## src/rtl/mul_seq.sv

```systemverilog
// mul_seq: sequential radix-2 shift-add multiplier with valid/ready handshakes.
// Signed operands are reduced to magnitudes at accept time, multiplied unsigned
// over exactly WIDTH iterations, and the sign is applied when the product loads.
module mul_seq #(
    parameter int WIDTH = 8,
    parameter int CNT_W = $clog2(WIDTH + 1)
) (
    input  logic                 clk,
    input  logic                 reset,
    input  logic                 in_valid,
    output logic                 in_ready,
    input  logic [WIDTH-1:0]     a,
    input  logic [WIDTH-1:0]     b,
    input  logic                 is_signed,
    output logic                 out_valid,
    input  logic                 out_ready,
    output logic [2*WIDTH-1:0]   product,
    output logic                 busy
);

    typedef enum logic [1:0] {
        IDLE,
        CALC,
        DONE
    } state_t;

    localparam logic [CNT_W-1:0] LAST_ITER = CNT_W'(WIDTH - 1);

    state_t             state;
    state_t             state_next;

    logic [2*WIDTH-1:0] mcand;
    logic [2*WIDTH-1:0] acc;
    logic [2*WIDTH-1:0] acc_sum;
    logic [WIDTH-1:0]   mplier;
    logic [WIDTH-1:0]   a_mag;
    logic [WIDTH-1:0]   b_mag;
    logic [CNT_W-1:0]   cnt;
    logic               neg;
    logic               last_iter;

    // Operand magnitudes and the next accumulator value for the current iteration.
    always_comb begin
        a_mag     = (is_signed && a[WIDTH-1]) ? (~a + WIDTH'(1)) : a;
        b_mag     = (is_signed && b[WIDTH-1]) ? (~b + WIDTH'(1)) : b;
        acc_sum   = acc + (mplier[0] ? mcand : '0);
        last_iter = (cnt == LAST_ITER);
    end

    // State register.
    always_ff @(posedge clk or negedge reset) begin
        if (!reset) begin
            state <= IDLE;
        end else begin
            state <= state_next;
        end
    end

    // Next-state logic and handshake/status outputs.
    always_comb begin
        state_next = state;
        in_ready   = 1'b0;
        out_valid  = 1'b0;
        busy       = 1'b0;
        case (state)
            IDLE: begin
                in_ready = 1'b1;
                if (in_valid) begin
                    state_next = CALC;
                end
            end
            CALC: begin
                busy = 1'b1;
                if (last_iter) begin
                    state_next = DONE;
                end
            end
            DONE: begin
                busy      = 1'b1;
                out_valid = 1'b1;
                if (out_ready) begin
                    state_next = IDLE;
                end
            end
            default: begin
                state_next = IDLE;
            end
        endcase
    end

    // Datapath: operand capture, shift-add iterations and signed product load.
    always_ff @(posedge clk or negedge reset) begin
        if (!reset) begin
            mcand   <= '0;
            mplier  <= '0;
            acc     <= '0;
            cnt     <= '0;
            neg     <= 1'b0;
            product <= '0;
        end else begin
            case (state)
                IDLE: begin
                    if (in_valid) begin
                        mcand  <= {{WIDTH{1'b0}}, a_mag};
                        mplier <= b_mag;
                        acc    <= '0;
                        cnt    <= '0;
                        neg    <= is_signed & (a[WIDTH-1] ^ b[WIDTH-1]);
                    end
                end
                CALC: begin
                    acc    <= acc_sum;
                    mcand  <= mcand << 1;
                    mplier <= mplier >> 1;
                    cnt    <= cnt + CNT_W'(1);
                    // The final partial sum is taken combinationally so the
                    // product lands on the WIDTH-th edge without an extra cycle.
                    if (last_iter) begin
                        product <= neg ? (~acc_sum + (2*WIDTH)'(1)) : acc_sum;
                    end
                end
                default: begin
                end
            endcase
        end
    end

endmodule
```

## config.mk

```make
export PLATFORM = sky130hd
export DESIGN_NAME = mul_seq
export DESIGN_NICKNAME = d
export VERILOG_FILES = /design/src/rtl/mul_seq.sv
export SDC_FILE = /design/constraint.sdc
export NUM_CORES = 1
export LEC_CHECK = 0
export BUFFER_PORTS_ARGS = -buffer_cell sky130_fd_sc_hd__buf_2
export CAP_MARGIN = 30
export CORE_MARGIN = 2
export CORE_UTILIZATION = 30
export CTS_CLUSTER_SIZE = 25
export DETAILED_ROUTE_END_ITERATION = 6
export PLACE_DENSITY = 0.54
export REMOVE_ABC_BUFFERS = 1
export SYNTH_ARGS = -nofsm -noshare
export SYNTH_HDL_FRONTEND = slang
export SYNTH_SLANG_ARGS = --single-unit
```

## constraint.sdc

```tcl
create_clock -name clk -period 6.22 [get_ports clk]
set_input_delay 0.622 -clock clk [delete_from_list [all_inputs] [get_ports clk]]
set_output_delay 0.622 -clock clk [all_outputs]
set_load 0.02 [all_outputs]
```

==> results.py <==
metrics = {
    "run_status": {
        "outcome": "completed",
    },
    "worst_setup_path": {
        "cp_num_buf_inv": 0,
        "critPathCaptureType": "register",
        "worstPathArrival_ns": 3.97,
        "r2r-end": "product[14]",
        "r2r_slack_ns": 2.46,
        "crit_fanout": 17,
        "path_cells": "and2_1 -> ha_1 -> fa_1 -> a21oi_2 -> o21bai_2 -> xnor2_1 -> or3_1 -> nor3b_2 -> or4b_4 -> o41ai_2 -> xor2_1 -> o21ai_1",
        "crit_end": "product[14]",
        "cpPeakStageDelay_ns": 0.54,
        "worstReg2RegStart": "mplier[0]",
        "start_kind": "register",
        "crit_type": "reg -> reg",
        "rr_worst_depth": 12,
        "cp.depth": 12,
        "cpMaxStageDelayCell": "dfrtp_1",
        "critical_path.top_delay_family": "simple AND/OR/NAND/NOR gates",
        "cp-startpoint": "mplier[0]",
        "crit_required_ns": 6.43,
    },
    "routing": {
        "dr.max_layer_used": "met4",
        "wl_met2_um": 4000,
        "drt-met1-wl_um": 4380,
        "ant_nets": 0,
        "dr_total_vias": 3245,
        "route.detailed.drc": 0,
        "dr.pass1.iters": 5,
        "viasPerCell": 4.90,
        "drt_iter0_drc": 158,
        "routedWlPerCell_um": 13.4,
        "dr_wl_met3_um": 336,
        "drt-total-wl_um": 8850,
    },
    "clocking": {
        "cts_max_level": 3,
        "cts_inserted_buffers": 9,
        "clockBufferDepth": 2,
        "cts.sinks": 63,
        "clk_pin_slew_ns": 0.06,
        "cts_tree": "done",
        "clk_latency_ns": 0.33,
        "root_buffer": "clkbuf_16",
        "ctsHoldBuffers": 0,
        "post-cts-setup-buffers": 0,
        "cts_resized": 0,
    },
    "sta": {
        "layout_min_cycle_time_ns": 3.76,
        "whs_ns": 0.461,
        "finClkSkew_ns": 0.00889,
        "tns_ns": 0,
        "worst_pin_slew_ns": 0.800,
        "period_share_pct": 60.4,
        "hold_viol": 0,
        "relSlewSlack_pct": 46.6,
        "rsz0062_at_grt": "no",
        "maxSlewViolCount": 0,
        "setup_viol": 0,
        "fmax_mhz": 266,
    },
    "finish": {
        "fillers": 1395,
        "ff_latch_area_um2": 1580,
        "antenna_cells": 0,
        "finish.utilization_pct": 35.6,
        "fin_nets": 525,
        "multi_input_area_um2": 2280,
        "area_growth_syn_to_layout_pct": 16.6,
        "drive_gt1_share_pct": 15.0,
    },
    "placed_design": {
        "place_congestion": 0.871,
        "place.port_buffers": 39,
        "post-dp-hpwl_um": 6370,
    },
    "yosys": {
        "ys_types": 54,
        "async_reset_ff_share_pct": 100,
        "synth_warnings": 0,
        "ys_seq_elements": 63,
        "yosysMostFrequentCell": "dfrtp_1",
        "yosysTopAreaCell": "dfrtp_1",
        "avgSynthCellArea_um2": 8.93,
        "synth-edff-count": 0,
        "synthCells": 449,
        "netlist_top_cells_area": "dfrtp_1 (39%), ha_1 (6.9%), o21ai_0 (5.0%), nand2_1 (5.0%), xnor2_1 (4.8%)",
        "synth_seq_area_share_pct": 39.3,
        "yosys-top-cells-count": "dfrtp_1 (63), nand2_1 (53), o21ai_0 (40)",
        "synth_ff_type": "dfrtp_1",
        "synth_top_area_share_pct": 39.3,
        "syn_area_um2": 4010,
    },
    "power": {
        "ir_drop_mv": 0.162,
        "powerDensity_nw_per_um2": 480,
        "power.total_mw": 2.24,
        "leakage_nw": 2.18,
    },
    "global_route": {
        "grt.total_usage_pct": 13.5,
        "first_global_vias": 3222,
        "grt-ovfl-total": 0,
        "antenna_found_initial": 0,
        "grt_max_degree": 64,
        "grt_pass1_wl_um": 15700,
    },
    "die": {
        "io_pins": 40,
        "rows": 42,
        "fp.dieW_um": 120,
        "fp.dieH_um": 120,
        "start_util_pct": 30.5,
        "dieArea_um2": 14300,
        "core_area_um2": 13100,
    },
    "flow_run": {
        "maxCapViolations": 0,
    },
    "hold_path": {
        "hp-class": "in -> async",
    },
}
cells in the final DEF (no fill, tap or decap), drive strengths merged, types with 14 or more instances in the layout:
master	synthesis	layout
xnor2	22	22
nor2	34	34
nand2	54	54
xor2	14	14
buf	5	43
ha	22	22
dfrtp	63	63
inv	18	19
and2	16	16
o21ai	50	50
a22o	21	21
a21oi	23	23
how the worst min path moves through the flow:
stage | startpoint | slack [ns] | to | cells after the start
3_3_place_gp | product[11] | 0.46 | product[11] | 2
3_5_place_dp | product[5] | 0.47 | product[5] | 2
2_1_floorplan | reset | 0.33 | acc[0] | 0
5_1_grt | product[8] | 0.50 | product[8] | 2
4_1_cts | product[5] | 0.48 | product[5] | 2
6_report | reset | 0.46 | product[8] | 2
logic make-up (layout without fill, tap and decap cells):
logic type / count (synthesis) / count (layout) / synth area share (%)
AO/OA/AOI/OAI: 139 / 139 / 22.9
XOR/XNOR: 36 / 36 / 7.87
adder cells (fa/ha/maj): 23 / 23 / 7.37
buffers and inverters: 40 / 77 / 3.87
flip-flops: 63 / 63 / 39.3
multiplexers: 7 / 7 / 1.87
AND/OR/NAND/NOR: 141 / 141 / 16.8
where the power goes:
part,switching (mW),internal (mW)
logic,0.670,0.421
clock network,0.190,0.310
registers,0.111,0.542
state kept, by name, summed over array words and instances, names as in the netlist:
name     cells
neg          1
acc         16
cnt          4
product     16
mplier       8
state        2
mcand       16
per-stage QoR:
stage | setup slack (ns) | std cells | area [um2]
6_report | 2.46 | 662 | 4680
5_1_grt | 2.28 | 662 | 4680
4_1_cts | 2.47 | 662 | 4680
3_5_place_dp | 2.50 | 646 | 4380
3_3_place_gp | 2.59 | 645 | 4360
2_1_floorplan | 2.83 | 427 | 3920
layout make-up:
class | count | area share, %
multi-input cells | 346 | 48.8
flip-flops and latches | 63 | 33.7
repair buffers | 43 | 4.98
clock buffers | 9 | 4.82
well taps | 176 | 4.71
clock inverters | 7 | 1.55
inverters | 18 | 1.45
metal layers:
| metal | track usage [%] | up-vias |
|---|---|---|
| li1 | - | 1651 |
| met1 | 18.5 | 1522 |
| met2 | 21.3 | 60 |
| met3 | 2.47 | 12 |
| met4 | 4.85 | 0 |
| met5 | 0 | - |
No activity file was read; power rests on OpenSTA's default activity.
